File: src/rtl/pipe_hazard_ctrl_if.sv
// Hazard-unit signal bundle: ID-stage decode fields in, stall/flush/forwarding controls out.
// The master side is the pipeline datapath; the slave side is the hazard controller.
interface pipe_hazard_ctrl_if #(
  parameter int CNT_W = 16
);
  logic             fwd_en;
  logic             id_valid;
  logic [4:0]       id_src1;
  logic [4:0]       id_src2;
  logic             id_src2_used;
  logic [4:0]       id_dest;
  logic             id_wb_en;
  logic             id_mem_read;
  logic             br_taken;
  logic             stall;
  logic             bubble;
  logic             flush;
  logic [1:0]       fwd_sel1;
  logic [1:0]       fwd_sel2;
  logic [CNT_W-1:0] stall_cnt;

  modport master (
    output fwd_en, id_valid, id_src1, id_src2, id_src2_used,
           id_dest, id_wb_en, id_mem_read, br_taken,
    input  stall, bubble, flush, fwd_sel1, fwd_sel2, stall_cnt
  );

  modport slave (
    input  fwd_en, id_valid, id_src1, id_src2, id_src2_used,
           id_dest, id_wb_en, id_mem_read, br_taken,
    output stall, bubble, flush, fwd_sel1, fwd_sel2, stall_cnt
  );
endinterface

File: src/rtl/pipe_hazard_ctrl.sv
// Data/control hazard controller for a 5-stage pipeline: tracks the EXE and MEM producers,
// raises stall/bubble/flush, and registers forwarding selects for the instruction entering EXE.
module pipe_hazard_ctrl #(
  parameter int CNT_W = 16
) (
  input logic              clk,
  input logic              rst,
  pipe_hazard_ctrl_if.slave hz
);

  typedef struct packed {
    logic       valid;
    logic [4:0] dest;
    logic       wb_en;
    logic       mem_read;
  } slot_t;

  localparam logic [1:0]       SEL_ID  = 2'b00;
  localparam logic [1:0]       SEL_MEM = 2'b01;
  localparam logic [1:0]       SEL_WB  = 2'b10;
  localparam logic [CNT_W-1:0] CNT_ONE = {{(CNT_W-1){1'b0}}, 1'b1};

  slot_t            exe_q;
  slot_t            mem_q;
  slot_t            exe_d;
  logic             use1;
  logic             use2;
  logic             exe_m1;
  logic             exe_m2;
  logic             mem_m1;
  logic             mem_m2;
  logic             hazard_raw;
  logic             hazard;
  logic             stall_c;
  logic             bubble_c;
  logic             flush_c;
  logic [1:0]       sel1_d;
  logic [1:0]       sel2_d;
  logic [1:0]       sel1_q;
  logic [1:0]       sel2_q;
  logic [CNT_W-1:0] cnt_q;

  // Register 0 is hard-wired, so a producer writing it never creates a dependency.
  function automatic logic slot_match(input slot_t s, input logic [4:0] r);
    return s.valid && s.wb_en && (s.dest == r) && (r != 5'd0);
  endfunction

  function automatic logic [1:0] pick_sel(input logic em, input logic mm);
    if (em)      return SEL_MEM;
    else if (mm) return SEL_WB;
    else         return SEL_ID;
  endfunction

  always_comb begin
    use1   = hz.id_valid;
    use2   = hz.id_valid && hz.id_src2_used;
    exe_m1 = use1 && slot_match(exe_q, hz.id_src1);
    exe_m2 = use2 && slot_match(exe_q, hz.id_src2);
    mem_m1 = use1 && slot_match(mem_q, hz.id_src1);
    mem_m2 = use2 && slot_match(mem_q, hz.id_src2);

    // With forwarding only a load still in EXE cannot supply its result in time.
    if (hz.fwd_en)
      hazard_raw = exe_q.mem_read && (exe_m1 || exe_m2);
    else
      hazard_raw = exe_m1 || exe_m2 || mem_m1 || mem_m2;
    hazard = hazard_raw && !rst;

    stall_c  = 1'b0;
    bubble_c = 1'b0;
    flush_c  = 1'b0;
    if (hz.br_taken) begin
      flush_c  = 1'b1;
      bubble_c = 1'b1;
    end else begin
      stall_c  = hazard;
      bubble_c = hazard;
    end
  end

  always_comb begin
    exe_d = '0;
    if (hz.id_valid && !bubble_c) begin
      exe_d.valid    = 1'b1;
      exe_d.dest     = hz.id_dest;
      exe_d.wb_en    = hz.id_wb_en;
      exe_d.mem_read = hz.id_mem_read;
    end

    sel1_d = SEL_ID;
    sel2_d = SEL_ID;
    if (hz.fwd_en && !bubble_c) begin
      sel1_d = pick_sel(exe_m1, mem_m1);
      sel2_d = pick_sel(exe_m2, mem_m2);
    end
  end

  always_ff @(posedge clk) begin
    if (rst) begin
      exe_q  <= '0;
      mem_q  <= '0;
      sel1_q <= SEL_ID;
      sel2_q <= SEL_ID;
      cnt_q  <= '0;
    end else begin
      exe_q  <= exe_d;
      mem_q  <= exe_q;
      sel1_q <= sel1_d;
      sel2_q <= sel2_d;
      if (stall_c && (cnt_q != '1))
        cnt_q <= cnt_q + CNT_ONE;
    end
  end

  assign hz.stall     = stall_c;
  assign hz.bubble    = bubble_c;
  assign hz.flush     = flush_c;
  assign hz.fwd_sel1  = sel1_q;
  assign hz.fwd_sel2  = sel2_q;
  assign hz.stall_cnt = cnt_q;

endmodule
File: src/flat_wrapper.sv
// flat-port wrapper written by rule: the top's interface ports become plain ports
module pipe_hazard_ctrl_flat 
#(
  parameter int CNT_W = 16
)
  (clk, rst, hz_fwd_en, hz_id_valid, hz_id_src1, hz_id_src2, hz_id_src2_used, hz_id_dest, hz_id_wb_en, hz_id_mem_read, hz_br_taken, hz_stall, hz_bubble, hz_flush, hz_fwd_sel1, hz_fwd_sel2, hz_stall_cnt);
  pipe_hazard_ctrl_if #(.CNT_W(CNT_W)) hz_i ();
  input logic clk;
  input logic rst;
  input wire logic [$bits(hz_i.fwd_en)-1:0] hz_fwd_en;
  input wire logic [$bits(hz_i.id_valid)-1:0] hz_id_valid;
  input wire logic [$bits(hz_i.id_src1)-1:0] hz_id_src1;
  input wire logic [$bits(hz_i.id_src2)-1:0] hz_id_src2;
  input wire logic [$bits(hz_i.id_src2_used)-1:0] hz_id_src2_used;
  input wire logic [$bits(hz_i.id_dest)-1:0] hz_id_dest;
  input wire logic [$bits(hz_i.id_wb_en)-1:0] hz_id_wb_en;
  input wire logic [$bits(hz_i.id_mem_read)-1:0] hz_id_mem_read;
  input wire logic [$bits(hz_i.br_taken)-1:0] hz_br_taken;
  output wire logic [$bits(hz_i.stall)-1:0] hz_stall;
  output wire logic [$bits(hz_i.bubble)-1:0] hz_bubble;
  output wire logic [$bits(hz_i.flush)-1:0] hz_flush;
  output wire logic [$bits(hz_i.fwd_sel1)-1:0] hz_fwd_sel1;
  output wire logic [$bits(hz_i.fwd_sel2)-1:0] hz_fwd_sel2;
  output wire logic [$bits(hz_i.stall_cnt)-1:0] hz_stall_cnt;
  assign hz_i.fwd_en = hz_fwd_en;
  assign hz_i.id_valid = hz_id_valid;
  assign hz_i.id_src1 = hz_id_src1;
  assign hz_i.id_src2 = hz_id_src2;
  assign hz_i.id_src2_used = hz_id_src2_used;
  assign hz_i.id_dest = hz_id_dest;
  assign hz_i.id_wb_en = hz_id_wb_en;
  assign hz_i.id_mem_read = hz_id_mem_read;
  assign hz_i.br_taken = hz_br_taken;
  assign hz_stall = hz_i.stall;
  assign hz_bubble = hz_i.bubble;
  assign hz_flush = hz_i.flush;
  assign hz_fwd_sel1 = hz_i.fwd_sel1;
  assign hz_fwd_sel2 = hz_i.fwd_sel2;
  assign hz_stall_cnt = hz_i.stall_cnt;
  pipe_hazard_ctrl #(.CNT_W(CNT_W)) u_core (.clk(clk), .rst(rst), .hz(hz_i));
endmodule
File: config.mk
export PLATFORM = sky130hd
export DESIGN_NAME = pipe_hazard_ctrl_flat
export DESIGN_NICKNAME = d
export VERILOG_FILES = /design/src/rtl/pipe_hazard_ctrl_if.sv /design/src/rtl/pipe_hazard_ctrl.sv /design/src/flat_wrapper.sv
export SDC_FILE = /design/constraint.sdc
export NUM_CORES = 1
export LEC_CHECK = 0
export CORE_UTILIZATION = 40
export CTS_CLUSTER_SIZE = 16
export DETAILED_ROUTE_END_ITERATION = 10
export PLACE_DENSITY_LB_ADDON = 0.3
export SYNTH_ARGS = -nofsm -noshare
export SYNTH_HDL_FRONTEND = slang
export SYNTH_SLANG_ARGS = --single-unit
File: constraint.sdc
create_clock -name clk -period 3.1 [get_ports clk]
set_input_delay 0.31 -clock clk [delete_from_list [all_inputs] [get_ports clk]]
set_output_delay 0.31 -clock clk [all_outputs]
set_load 0.005 [all_outputs]
* After elaboration in Yosys (flattened, before gate mapping)
Index checks and enable logic that the tools add are counted.
** Cells by class
- Mux-type cells :: 9
- Bitwise gates (word level) :: 2
- Multiply operators :: 0
- Magnitude comparators :: 0
- Shift operators :: 0
- Div/mod/pow operators :: 0
- $add $sub $neg :: 1
- Reductions and logical operators :: 31
- Equal/unequal tests :: 5
** Operator list (count)
- $eq 5x5->1 :: 4
- $logic_and 1x1->1 :: 20
- $add 16x1->16 const B :: 1
- $ne 16x16->1 const B :: 1
- $reduce_bool 5->1 :: 2
- $mux 8 :: 1
- $mux 1 :: 6
- $reduce_or 3->1 :: 2
- $mux 2 :: 2
- $reduce_or 2->1 :: 2
- $logic_or 1x1->1 :: 3
- $logic_not 1->1 :: 2
- $not 1->1 :: 2
** Storage, ports and cells
- Flip-flop bits (word level) :: 35
- Memories :: 0
- Memory bits (read-only) :: 0
- Logic and storage cells :: 60
- Bits in latches :: 0
- Memory bits (writable) :: 0
- Output and inout port bits :: 23
- Input port bits :: 23

* Longest topological paths before layout
- Word-level depth :: 14
- Depth in mapped cells :: 8
- Mapped depth without buffers :: 8

* Worst setup path after synthesis
OpenSTA, ideal clock, no wires.
- Path kind :: reg2reg
- Start :: register u_core.mem_q[3] in the netlist's numbering
- End :: register u_core.cnt_q[15], in the netlist u_core.hz.stall_cnt[15]
- Data arrival time :: 2062 ps
- Setup time :: 123 ps
- Data required time :: 2977 ps
- Setup slack :: 915 ps
- Stages on the path, launching flop included :: 8
- Cells stage by stage :: dfxtp_1 > xnor2_1 > nand4_1 > or4_1 > a41oi_4 > o21ai_2 > nor3_1 > mux2_1
** On the way
- Word-level cells in the longest chain between the ends :: 10
** Ends and longest elaborated chain
- start, declared :: line pipe_hazard_ctrl.sv:24 : slot_t mem_q;
- start signal, assigned :: line pipe_hazard_ctrl.sv:107 : mem_q <= exe_q;
- $eq 5x5->1 :: line pipe_hazard_ctrl.sv:45 : return s.valid && s.wb_en && (s.dest == r) && (r != 5'd0);
- $logic_and 1x1->1 (2 in a row) :: line pipe_hazard_ctrl.sv:45
- $logic_and 1x1->1 :: line pipe_hazard_ctrl.sv:59 : mem_m1 = use1 && slot_match(mem_q, hz.id_src1);
- $logic_or 1x1->1 :: line pipe_hazard_ctrl.sv:66 : hazard_raw = exe_m1 || exe_m2 || mem_m1 || mem_m2;
- $logic_or 1x1->1 (*) :: line pipe_hazard_ctrl.sv:66
- $mux 1 (*) :: line pipe_hazard_ctrl.sv:63 : if (hz.fwd_en)
- $logic_and 1x1->1 (*) :: line pipe_hazard_ctrl.sv:67 : hazard = hazard_raw && !rst;
- $mux 1 (*) :: line pipe_hazard_ctrl.sv:72 : if (hz.br_taken) begin
- $logic_and 1x1->1 (*) :: line pipe_hazard_ctrl.sv:110 : if (stall_c && (cnt_q != '1))
- end signal, assigned :: line pipe_hazard_ctrl.sv:111 : cnt_q <= cnt_q + CNT_ONE;
- end, declared :: line pipe_hazard_ctrl.sv:41 : logic [CNT_W-1:0] cnt_q;
Every way passes the cells marked *; elsewhere a longest branch is shown, timed or not.
A chain may end at the register's enable or synchronous reset.

* Worst setup path after layout
- Start :: input port hz_id_src2[4]
- End :: output port hz_stall
** On the way
- Word-level cells in the longest chain between the ends :: 10
** Ends and longest elaborated chain
- start, declared :: line flat_wrapper.sv:13 : input wire logic [$bits(hz_i.id_src2)-1:0] hz_id_src2;
- $eq 5x5->1 :: line pipe_hazard_ctrl.sv:45
- $logic_and 1x1->1 (2 in a row) :: line pipe_hazard_ctrl.sv:45
- $logic_and 1x1->1 :: line pipe_hazard_ctrl.sv:58 : exe_m2 = use2 && slot_match(exe_q, hz.id_src2);
- $logic_or 1x1->1 :: line pipe_hazard_ctrl.sv:64, pipe_hazard_ctrl.sv:66
- $logic_or 1x1->1 (2 in a row) :: line pipe_hazard_ctrl.sv:66
- $mux 1 (*) :: line pipe_hazard_ctrl.sv:63
- $logic_and 1x1->1 (*) :: line pipe_hazard_ctrl.sv:67
- $mux 1 (*) :: line pipe_hazard_ctrl.sv:72
- end, declared :: line flat_wrapper.sv:19 : output wire logic [$bits(hz_i.stall)-1:0] hz_stall;
Marked as above.

==> metrics.txt <==
htree depth=2; Tmin final=just under 3 ns; max-slew violation count=0; die area=0.00440 sq mm; Syn. warnings=0; Multi-input gate area=916 sq um; ant diodes=0; layout cells sized above 1=a little under 10%; Yosys top cell area share=42.4%; FF/Latch Area=701 sq um; Starting Density=roughly two fifths; via count=1409; CP startpoint kind=primary input; RSZ-0062 raised after global routing=false; synth top area cells=dfxtp_1, xnor2_1, xor2_1; Seq cells post-synth=35; Mean Syn Cell Area=roughly 9.6 sq um; clock skew=about 0.0054 ns; Total Wirelength=roughly 3600 microns; Post-Route Utilization=a little under three fifths; DRC violations left=0; # setup viols final=0; clock root cell=clkbuf_8; gp weighted congestion=0.856; Max FO, Critical Path=3; Worst-Margin Slew=about 0.47 ns; gr usage total=17.5%; Clock Path Buffers=2; vias in the first global route=between 1000 and 1500; largest net degree at the start of global routing=29; TNS Setup=0 ns; post-synth top area cell=dfxtp_1; TritonCTS buffer count=5; initial antenna violation count=0; Die Ht=~66 microns; syn_nets=197; die width=around 66 microns; TritonCTS clock tree=yes; count leader, synth=dfxtp_1; # Post-CTS Setup Buffers=0; Post-synth EDFFs=0; leading register cell type out of synthesis=dfxtp_1; IO Port Bufs=45; crit path kind=primary input to output port; Hold Slack=between 0.4 and 0.5 ns; dpl cell area=between 0.002 and 0.0025 sq mm; Hold Vio Cnt, Final=0; TritonCTS Sinks=35; Netlist cell types=37; global-route wire length before repair=5770 microns; final instance area=0.00226 sq mm; cts hold-fix bufs=0; Syn Std Cell Area=0.00165 sq mm; FMAX=0.340 GHz; area grow syn2layout=36.4%; io pins=46; crit path DAT=2.63 ns; type of the worst min-delay path=flop to flop; sequential area share after synthesis=42.4%; initial drt markers=47; Leak Pwr=0.749 nW; Power Density=378 mW/mm^2; Critical Path RT=roughly 2.8 ns; WL per Instance=between 10 and 15 microns; most frequent cells after synthesis=dfxtp_1, xnor2_1, nor2_1; Post-DRT Antenna Nets=0; drt pass-1 iters=4; clk_lat worst skew=0.28 ns; Max VDD drop=~0.00022 V; Core ar.=0.00397 sq mm; relative slew slack=68.7%; fin nets=about 250; maxcap violations=0; fillers=between 300 and 400; Remaining Overflow, GRT=0; Period Utilization, post-route=a little over nine tenths; Synth async-reset ratio=0%; vias per inst=5.14; number of core rows=23; Worst-path clk slew=approximately 0.070 ns; post_cts resized=0; post-DP HPWL=about 2600 microns; Mapped Cells=roughly 170; element type at the critical path end=output port; status=complete, no violations
## sequential cells by signal, summed over array words and instances, names as in the netlist
| name | cells |
|---|---|
| u_core.exe_q | 8 |
| u_core.hz.fwd_sel1 | 2 |
| u_core.hz.stall_cnt | 16 |
| u_core.mem_q | 7 |
| u_core.hz.fwd_sel2 | 2 |
## metal layers
metal  part of all wire (%)  GRT usage (%)  vias up  wire length, microns
met1                     53           24.5      649                  1880
met2                     42           25.6       40                  1480
met4                    1.2           7.71        0                    44
met5                      0              0        -                     0
met3                    4.4           3.79        5                   155
li1                       -              -      715                     -
## path summary, 6_finish.rpt
kind / from / end / slack [ns] / depth (start not counted)
setup / recovery: hz_id_src2[4] / hz_stall / 0.16 / 8
hold / removal: u_core.exe_q[7]$_SDFF_PP0_ / u_core.mem_q[7]$_SDFF_PP0_ / 0.47 / 1
setup reg to reg: u_core.exe_q[4]$_SDFF_PP0_ / u_core.hz.stall_cnt[14]$_SDFFE_PP0P_ / 0.58 / 8
hold reg to reg: u_core.exe_q[7]$_SDFF_PP0_ / u_core.mem_q[7]$_SDFF_PP0_ / 0.47 / 1
## placed cells by master, fill, tap and decap left out, types with 2 or more instances in the layout
cell,instances
dfxtp_1,35
and4_1,2
clkbuf_8,5
nand4_1,8
xor2_1,9
o31ai_1,2
or3_1,5
clkdlybuf4s50_1,45
nor2_1,13
mux2_1,2
inv_1,2
o21ai_0,2
nor2b_1,9
xnor2_1,16
o21ai_1,4
o21ai_2,2
o211ai_1,4
or4_1,4
nor3b_1,2
and3_1,4
buf_4,4
a21oi_1,8
or4_4,4
nand2_1,5
clkinvlp_4,2
and2_1,7
nor3_1,3
nand3_1,5
## report_power, final
group	total, mW	internal [mW]	switching [mW]
clock	0.321	0.156	0.165
combinational	0.0729	0.0442	0.0288
sequential	0.458	0.454	0.00385
total	0.852	0.654	0.198
## kinds of logic after synthesis
logic type      share of synthesized area, %
buf+inv                                 2.50
xor+xnor                                13.2
simple gates                            26.7
compound gates                          12.5
mux                                     1.97
flops                                   42.4
fa+ha+maj                              0.756
## cell type report
cell class | count | area share [%]
Clock inverter | 3 | 0.887
Multi-Input combinational cell | 130 | 40.6
Timing Repair Buffer | 49 | 21.3
Sequential cell | 35 | 31.1
Tap cell | 50 | 2.77
Clock buffer | 5 | 3.05
Inverter | 2 | 0.333
## worst max-delay path, cell delays in order
cell and delay [ns]:
clkdlybuf4s50_1 0.54, or4_1 0.13, o211ai_1 0.10, or4_4 0.57, a41oi_4 0.25, nor2_2 0.07, nor3_1 0.13, clkdlybuf4s50_1 0.52
## metrics by stage
step | std cells | worst slack (ns) | power (mW)
floorplan | 173 | 0.915 | 0.498
global placement | 266 | 0.157 | 0.540
finish | 274 | 0.162 | 0.852
detailed placement | 266 | 0.131 | 0.540
CTS | 274 | 0.147 | 0.861
global route | 274 | 0.00443 | 0.887
(Power assumes the default switching activity.)
